[config.mk]
export PLATFORM = sky130hd
export DESIGN_NAME = arf_sequencer_flat
export DESIGN_NICKNAME = d
export VERILOG_FILES = /design/src/rtl/arf_sequencer_if.sv /design/src/rtl/arf_sequencer.sv /design/src/flat_wrapper.sv
export SDC_FILE = /design/constraint.sdc
export NUM_CORES = 1
export LEC_CHECK = 0
export ABC_CLOCK_PERIOD_IN_PS = 1470
export BUFFER_PORTS_ARGS = -buffer_cell sky130_fd_sc_hd__buf_2
export CAP_MARGIN = 10
export CORE_MARGIN = 3
export CORE_UTILIZATION = 40
export DETAILED_ROUTE_END_ITERATION = 12
export GPL_TIMING_DRIVEN = 1
export PLACE_DENSITY = 0.79
export SKIP_LAST_GASP = 1
export SYNTH_ARGS = -nofsm -noshare
export SYNTH_HDL_FRONTEND = slang
export SYNTH_SLANG_ARGS = --single-unit
[constraint.sdc]
create_clock -name clk -period 1.47 [get_ports clk]
set_input_delay 0.294 -clock clk [delete_from_list [all_inputs] [get_ports clk]]
set_output_delay 0.294 -clock clk [all_outputs]
set_load 0.01 [all_outputs]
[src/rtl/arf_sequencer_if.sv]
// Command/response channel between the control unit and the ARF micro-sequencer.
// The control unit is the master; the sequencer is the slave.
interface arf_sequencer_if;
  logic       cmd_valid;
  logic       cmd_ready;
  logic [2:0] cmd_op;
  logic [7:0] cmd_data;
  logic       done;
  logic [7:0] rsp_data;

  modport master (output cmd_valid, cmd_op, cmd_data, input cmd_ready, done, rsp_data);
  modport slave  (input cmd_valid, cmd_op, cmd_data, output cmd_ready, done, rsp_data);
endinterface

[src/rtl/arf_sequencer.sv]
// Moore micro-sequencer driving the address register file and memory strobes
// for fetch / jump / push / pop / call / return / clear operations.
module arf_sequencer (
  input  logic             clk,
  input  logic             rst_n,
  arf_sequencer_if.slave   cmd,
  input  logic [7:0]       arf_outa,
  input  logic [7:0]       arf_outb,
  output logic [1:0]       arf_funsel,
  output logic [3:0]       arf_rsel,
  output logic [1:0]       arf_outasel,
  output logic [1:0]       arf_outbsel,
  output logic [7:0]       arf_i,
  output logic [7:0]       mem_addr,
  output logic             mem_rd,
  output logic             mem_wr,
  input  logic [7:0]       mem_rdata,
  output logic [7:0]       mem_wdata
);

  localparam logic [2:0] OP_NOP = 3'b000, OP_FETCH = 3'b001, OP_JUMP = 3'b010,
                         OP_PUSH = 3'b011, OP_POP = 3'b100, OP_CALL = 3'b101,
                         OP_RET = 3'b110, OP_CLR = 3'b111;

  localparam logic [1:0] FS_CLR = 2'b00, FS_LD = 2'b01, FS_INC = 2'b10, FS_DEC = 2'b11;
  localparam logic [3:0] R_PC = 4'b1000, R_SP = 4'b0010, R_PCP = 4'b0001, R_ALL = 4'b1111;
  localparam logic [1:0] SEL_SP = 2'b01, SEL_PC = 2'b11;

  typedef enum logic [4:0] {
    S_INIT, S_IDLE,
    S_F1, S_F2, S_F3,
    S_J1, S_CL1,
    S_PU1, S_PU2,
    S_PO1, S_PO2,
    S_CA1, S_CA2, S_CA3,
    S_RE1, S_RE2, S_RE3
  } state_t;

  state_t     state, state_nx;
  logic [7:0] cmd_data_q;
  logic [7:0] rsp_q;
  logic       done_q;
  logic       accept;
  logic       last;
  logic       capture;

  assign accept        = (state == S_IDLE) && cmd.cmd_valid;
  assign cmd.cmd_ready = (state == S_IDLE);
  assign cmd.done      = done_q;
  assign cmd.rsp_data  = rsp_q;
  assign mem_addr      = arf_outa;
  assign capture       = (state == S_F2) || (state == S_PO2) || (state == S_RE2);

  always_ff @(posedge clk) begin
    if (!rst_n) begin
      state      <= S_INIT;
      done_q     <= 1'b0;
      rsp_q      <= 8'h00;
      cmd_data_q <= 8'h00;
    end else begin
      state  <= state_nx;
      done_q <= last || (accept && (cmd.cmd_op == OP_NOP));
      if (accept)  cmd_data_q <= cmd.cmd_data;
      if (capture) rsp_q      <= mem_rdata;
    end
  end

  always_comb begin
    state_nx = state;
    last     = 1'b0;
    case (state)
      S_INIT: state_nx = S_IDLE;
      S_IDLE: begin
        if (cmd.cmd_valid) begin
          case (cmd.cmd_op)
            OP_FETCH: state_nx = S_F1;
            OP_JUMP:  state_nx = S_J1;
            OP_PUSH:  state_nx = S_PU1;
            OP_POP:   state_nx = S_PO1;
            OP_CALL:  state_nx = S_CA1;
            OP_RET:   state_nx = S_RE1;
            OP_CLR:   state_nx = S_CL1;
            default:  state_nx = S_IDLE;
          endcase
        end
      end
      S_F1:  state_nx = S_F2;
      S_F2:  state_nx = S_F3;
      S_PU1: state_nx = S_PU2;
      S_PO1: state_nx = S_PO2;
      S_CA1: state_nx = S_CA2;
      S_CA2: state_nx = S_CA3;
      S_RE1: state_nx = S_RE2;
      S_RE2: state_nx = S_RE3;
      S_F3, S_J1, S_CL1, S_PU2, S_PO2, S_CA3, S_RE3: begin
        state_nx = S_IDLE;
        last     = 1'b1;
      end
      default: state_nx = S_INIT;
    endcase
  end

  // OutSel is registered in the file, so each read state is preceded by a
  // state that already selects the same source.
  always_comb begin
    arf_funsel  = FS_CLR;
    arf_rsel    = 4'b0000;
    arf_outasel = 2'b00;
    arf_outbsel = 2'b00;
    arf_i       = cmd_data_q;
    mem_wdata   = cmd_data_q;
    mem_rd      = 1'b0;
    mem_wr      = 1'b0;
    case (state)
      S_INIT, S_CL1: begin
        arf_funsel = FS_CLR;
        arf_rsel   = R_ALL;
      end
      S_F1: arf_outasel = SEL_PC;
      S_F2: begin
        arf_outasel = SEL_PC;
        mem_rd      = 1'b1;
        arf_funsel  = FS_LD;
        arf_rsel    = R_PCP;
        arf_i       = arf_outa;
      end
      S_F3: begin
        arf_funsel = FS_INC;
        arf_rsel   = R_PC;
      end
      S_J1, S_CA3: begin
        arf_funsel = FS_LD;
        arf_rsel   = R_PC;
      end
      S_PU1: begin
        arf_funsel  = FS_DEC;
        arf_rsel    = R_SP;
        arf_outasel = SEL_SP;
      end
      S_PU2: begin
        arf_outasel = SEL_SP;
        mem_wr      = 1'b1;
      end
      S_PO1, S_RE1: arf_outasel = SEL_SP;
      S_PO2: begin
        arf_outasel = SEL_SP;
        mem_rd      = 1'b1;
        arf_funsel  = FS_INC;
        arf_rsel    = R_SP;
      end
      S_CA1: begin
        arf_funsel  = FS_DEC;
        arf_rsel    = R_SP;
        arf_outasel = SEL_SP;
        arf_outbsel = SEL_PC;
      end
      S_CA2: begin
        arf_outasel = SEL_SP;
        arf_outbsel = SEL_PC;
        mem_wr      = 1'b1;
        mem_wdata   = arf_outb;
      end
      S_RE2: begin
        arf_outasel = SEL_SP;
        mem_rd      = 1'b1;
        arf_funsel  = FS_LD;
        arf_rsel    = R_PC;
        arf_i       = mem_rdata;
      end
      S_RE3: begin
        arf_funsel = FS_INC;
        arf_rsel   = R_SP;
      end
      default: ;
    endcase
  end

endmodule

[src/flat_wrapper.sv]
// flat-port wrapper written by rule: the top's interface ports become plain ports
module arf_sequencer_flat 
  (clk, rst_n, arf_outa, arf_outb, arf_funsel, arf_rsel, arf_outasel, arf_outbsel, arf_i, mem_addr, mem_rd, mem_wr, mem_rdata, mem_wdata, cmd_cmd_valid, cmd_cmd_op, cmd_cmd_data, cmd_cmd_ready, cmd_done, cmd_rsp_data);
  arf_sequencer_if cmd_i ();
  input  logic clk;
  input  logic rst_n;
  input  logic [7:0] arf_outa;
  input  logic [7:0] arf_outb;
  output logic [1:0] arf_funsel;
  output logic [3:0] arf_rsel;
  output logic [1:0] arf_outasel;
  output logic [1:0] arf_outbsel;
  output logic [7:0] arf_i;
  output logic [7:0] mem_addr;
  output logic mem_rd;
  output logic mem_wr;
  input  logic [7:0] mem_rdata;
  output logic [7:0] mem_wdata;
  input wire logic [$bits(cmd_i.cmd_valid)-1:0] cmd_cmd_valid;
  input wire logic [$bits(cmd_i.cmd_op)-1:0] cmd_cmd_op;
  input wire logic [$bits(cmd_i.cmd_data)-1:0] cmd_cmd_data;
  output wire logic [$bits(cmd_i.cmd_ready)-1:0] cmd_cmd_ready;
  output wire logic [$bits(cmd_i.done)-1:0] cmd_done;
  output wire logic [$bits(cmd_i.rsp_data)-1:0] cmd_rsp_data;
  assign cmd_i.cmd_valid = cmd_cmd_valid;
  assign cmd_i.cmd_op = cmd_cmd_op;
  assign cmd_i.cmd_data = cmd_cmd_data;
  assign cmd_cmd_ready = cmd_i.cmd_ready;
  assign cmd_done = cmd_i.done;
  assign cmd_rsp_data = cmd_i.rsp_data;
  arf_sequencer u_core (.clk(clk), .rst_n(rst_n), .cmd(cmd_i), .arf_outa(arf_outa), .arf_outb(arf_outb), .arf_funsel(arf_funsel), .arf_rsel(arf_rsel), .arf_outasel(arf_outasel), .arf_outbsel(arf_outbsel), .arf_i(arf_i), .mem_addr(mem_addr), .mem_rd(mem_rd), .mem_wr(mem_wr), .mem_rdata(mem_rdata), .mem_wdata(mem_wdata));
endmodule
## Word-level counts from Yosys, hierarchy flattened

Cells that the tools add are included.
W data, S select, Z words.

| word-level totals | value |
|---|---|
| register bits | 22 |
| word-level logic and storage cells | 60 |
| input port bits | 38 |

| operators by class | value |
|---|---|
| mux-type cells | 12 |
| reductions and logical operators | 20 |
| equal/unequal tests | 24 |

Operator list:

| operator | number |
|---|---|
| $pmux W5 S10 | 1 |
| $eq A5 B4 Y1 const B | 8 |
| $pmux W4 S7 | 1 |
| $eq A5 B3 Y1 const B | 4 |
| $pmux W4 S4 | 1 |
| $pmux W8 S2 | 1 |
| $reduce_or A8 Y1 | 2 |
| $eq A3 B3 Y1 const B | 4 |
| $reduce_or A4 Y1 | 3 |
| $eq A5 B2 Y1 const B | 2 |
| $reduce_or A2 Y1 | 5 |
| $mux W8 | 1 |
| $reduce_or A7 Y1 | 1 |
| $eq A3 B2 Y1 const B | 2 |
| $pmux W2 S3 | 1 |
| $reduce_or A3 Y1 | 2 |
| $eq A5 B1 Y1 const B | 1 |
| $eq A5 B5 Y1 const B | 1 |
| $logic_not A5 Y1 | 1 |
| $mux W5 | 1 |
| $pmux W2 S2 | 1 |
| $eq A3 B1 Y1 const B | 1 |
| $logic_not A3 Y1 | 1 |
| $logic_or A1 B1 Y1 | 3 |
| 4 further kinds | 7 |

## Logic depth before layout (Yosys ltp)

| depth | value |
|---|---|
| depth after elaboration | 4 |
| mapped depth | 7 |

## Worst setup path after synthesis

OpenSTA, ideal clock, no wires.

| timing | value |
|---|---|
| path kind | register to output |
| from | reg u_core.state[2] |
| to | out arf_outbsel[1] |
| data required time | 1,176 ps |
| cell stages (with the launch flop) | 8 |
| arrival | 1,364 ps |
| buffers on the path | 3 |
| setup slack | -188 ps |
| cell sequence | dfxtp_1 -> buf_6 -> clkbuf_1 -> nand2b_1 -> nor2_1 -> a21oi_1 -> nor2_1 -> buf_4 |

| on the way | value |
|---|---|
| longest elaborated chain between the ends | 3 |

RTL lines:

| element | line | RTL |
|---|---|---|
| start: declaration | arf_sequencer.sv:39 | `state_t state, state_nx;` |
| start signal: assignment | arf_sequencer.sv:61 | `state <= state_nx;` |
| $eq A5 B4 Y1 | arf_sequencer.sv:114 | `case (state)` |
| $reduce_or A2 Y1 (no line) (*) | - |  |
| $mux W2 (*) | arf_sequencer.sv:114 |  |
| end: declaration | flat_wrapper.sv:12 | `output logic [1:0] arf_outbsel;` |

Every way passes the cells marked *; elsewhere a longest branch is shown, timed or not.

## Worst setup path in the final report

| timing | value |
|---|---|
| from | reg u_core.state[0] |
| to | out arf_i[4] |

| on the way | value |
|---|---|
| longest elaborated chain between the ends | 2 |

RTL lines:

| element | line | RTL |
|---|---|---|
| $eq A5 B4 Y1 / $eq A5 B2 Y1 (equally long branches) | arf_sequencer.sv:114 |  |
| $pmux W8 S2 (*) | arf_sequencer.sv:114 |  |
| end: declaration | flat_wrapper.sv:13 | `output logic [7:0] arf_i;` |

Marks and branches as above.

==> run summary <==
EDFF count, synth - 0
routed wire length - 5.92 mm
Yosys warnings - 0
fin nets - 341
CP Launch Type - flop
worst skew pair latency - 0.27 ns
Pleak - 1.32 nW
clk slew on worst S/H paths - 0.08 ns
pre-CTS setup slack - -0.375 ns
Row Count - 21
M3 GR Usage - 3.78%
combinational power share - 46.0%
RSZ-0062 raised after global routing - yes
hold slack final - 0.279 ns
grt total ovfl - 0
most frequent cells in the layout - buf_2, buf_4, nand2_1, buf_6, dfxtp_1
Worst Path Required - 1.18 ns
Initial DRC Count - 148
number of port buffers - 83
failing checks - setup timing
Synth Net Count - 224
Crit Path Class - reg -> out
Unique masters post-synth - 43
main combinational cell family by area after synthesis - simple AND/OR/NAND/NOR gates
Post-Synth Adder-Cell Area - 0%
Flop pwr share - 29.8%
n_diodes - 0
worst-path cell with the longest stage delay - dfxtp_4
Highest Clock Rate - 0.519 GHz
final worst slack - -0.455 ns
gpl congestion - 0.843
multiplexer area fraction after synthesis - 17.6%
pwr/cell area - 852 mW/mm²
CP arrival - 1.63 ns
initial core utilization - 43.9%
maximum VDD drop - 0.643 mV
internal power - 0.00158 W
post-synthesis compound-gate area fraction - 15.4%
number of global-route vias before repair - 1,734
fin crit period - 1.93 ns
io pins - 84
Clk pwr share - 24.3%
final antenna-violating net count - 0
clk_skew - 0.00971 ns
Die W - 68.1 µm
Finish-stage setup viols - 51
post-synthesis cell count - 186
Core ar. - 0.00352 mm²
grt met1 use - 31.7%
status - complete, but fails checks
largest net degree at the start of global routing - 16
Final Cycle Share - 131%
FF+latch count, synth - 22
Tot Pwr - 0.00230 W
Clock Sinks - 22
total track usage - 23.6%
crit-path max cell delay - 0.38 ns
Post-Synth Simple-Gate Area - 24.5%
Worst Path Max Fanout - 9
number of remaining DRC errors - 0
fillcell total - 221
CTS tree - done
CP Cell Sequence - buf_4 > and3_4 > a222oi_1 > inv_1 > buf_2
via count - 1,893
CTS Root Cell - clkbuf_8
Net Sw Frac - 31.6%
H-Tree Depth - 1
Final Max Slew Viols - 0
met2 Track Usage GR - 39.4%
DR WL/cell - 17.0 µm
initial antenna violation count - 0
Most Crowded Layer GR - met2
Synth async-reset ratio - 0%
Detail Placement HPWL - 3.70 mm
die extent in y - 68.1 µm
Setup crit end kind - primary output
CTS buffer count - 3
Area growth, synth to finish - 75.0%
Synth Area in XOR/XNOR - 1.70%
hold_buf cts - 0
normalized max-slew margin - 78.2%
Psw - 0.000727 W
fraction of layout cells with a size suffix above 1 - 63.2%
Die Area - 0.00464 mm²
Final Hold Fails - 0
Main synth FF type - dfxtp_1
Max clock buf depth - 2
1st-pass router iterations - 7
part of the Yosys area used for sequential elements - 28.5%
Avg Inst Size Synth - 8.30 µm²
Via-to-Cell Ratio - 5.44
first-pass GRT wire length - 8.33 mm
Hold WC Path Type - in -> reg
cell area after synthesis - 0.00154 mm²
max-cap violations - 0
Worst Tran Pin Value - 0.326 ns
most common cell after layout, fill and taps aside - buf_2
## cell type report
class / count / area [µm²] / share of cell area, %
Clock buffer: 3 / 41.3 / 1.53
Clock inverter: 1 / 30.0 / 1.11
Inverter: 10 / 37.5 / 1.39
Multi-Input combinational cell: 130 / 1130 / 41.9
Sequential cell: 22 / 459 / 17.0
Tap cell: 46 / 57.6 / 2.13
Timing Repair Buffer: 136 / 943 / 34.9
## registers in the layout, indices dropped and copies added, names as in the netlist
| name | count |
|---|---|
| u_core.cmd.rsp_data | 8 |
| u_core.cmd_data_q | 8 |
| u_core.cmd.done | 1 |
| u_core.state | 5 |
## per-stage QoR
stage	TNS, ns	area, µm²	util (%)	instances
floorplan	-1.08	1600	-	186
global placement	-7.14	2140	60.9	322
detailed placement	-8.42	2140	60.9	322
CTS	-10.37	2550	72.5	339
global route	-17.47	2700	76.8	348
finish	-14.51	2700	76.8	348
## path summary, 6_finish.rpt
| path | startpoint | endpoint | cells after the start | slack [ns] |
|---|---|---|---|---|
| worst min-delay path | cmd_cmd_data[2] | u_core.cmd_data_q[2] | 3 | 0.28 |
| worst min register to register | u_core.cmd.rsp_data[6] | u_core.cmd.rsp_data[6] | 2 | 0.46 |
| worst max-delay path | u_core.state[0] | arf_i[4] | 5 | -0.46 |
| worst max register to register | u_core.state[0] | u_core.cmd_data_q[6] | 9 | -0.28 |
## metal layers
layer,up-vias,routed length [µm]
li1,887,-
met1,895,2430
met2,97,2940
met3,14,423
met4,0,129
met5,-,0
## power groups by stage
stage | combinational [W] | sequential (W) | clock (W)
detailed placement | 0.000721 | 0.000691 | 0
CTS | 0.000924 | 0.000680 | 0.000567
floorplan | 0.000442 | 0.000671 | 0
global placement | 0.000712 | 0.000690 | 0
finish | 0.00106 | 0.000686 | 0.000559
global route | 0.00113 | 0.000690 | 0.000599
## worst max-delay path: cells and delay by family (launching register included)
family,cells,cell delay [ns]
and+or+nand+nor,1,0.21
buffers and inverters,3,0.39
AOI/OAI and AO/OA,1,0.38
DFF,1,0.38
## cell usage after synthesis (3+ instances only)
library cell / number / area [µm²]
mux2_2: 9 / 101
mux2i_1: 17 / 170
xnor2_1: 3 / 26.3
buf_4: 12 / 90.1
nor4_1: 3 / 18.8
nand2b_1: 3 / 18.8
a222oi_1: 8 / 80.1
nor3_1: 3 / 15.0
a211oi_1: 3 / 22.5
nor2b_1: 10 / 62.6
nor2_1: 8 / 30.0
inv_1: 10 / 37.5
a21oi_1: 9 / 45.0
clkbuf_1: 7 / 26.3
nand2_1: 22 / 82.6
dfxtp_1: 22 / 440
o21ai_0: 3 / 15.0
## kinds of logic (layout without fill, tap and decap cells)
group	Yosys count	in the layout
AOI/OAI and AO/OA	33	33
xor gates and xnor gates	3	3
buffers and inverters	34	150
DFF	22	22
muxes	26	26
and+or+nand+nor	68	68
## timing repair
item / 4_1_cts / 5_1_grt
pin swaps: 19 / 14
resized for setup: 60 / 18
setup endpoints to repair: 49 / 51
setup buffers: 14 / 12
Power figures use the tool's default switching activity.
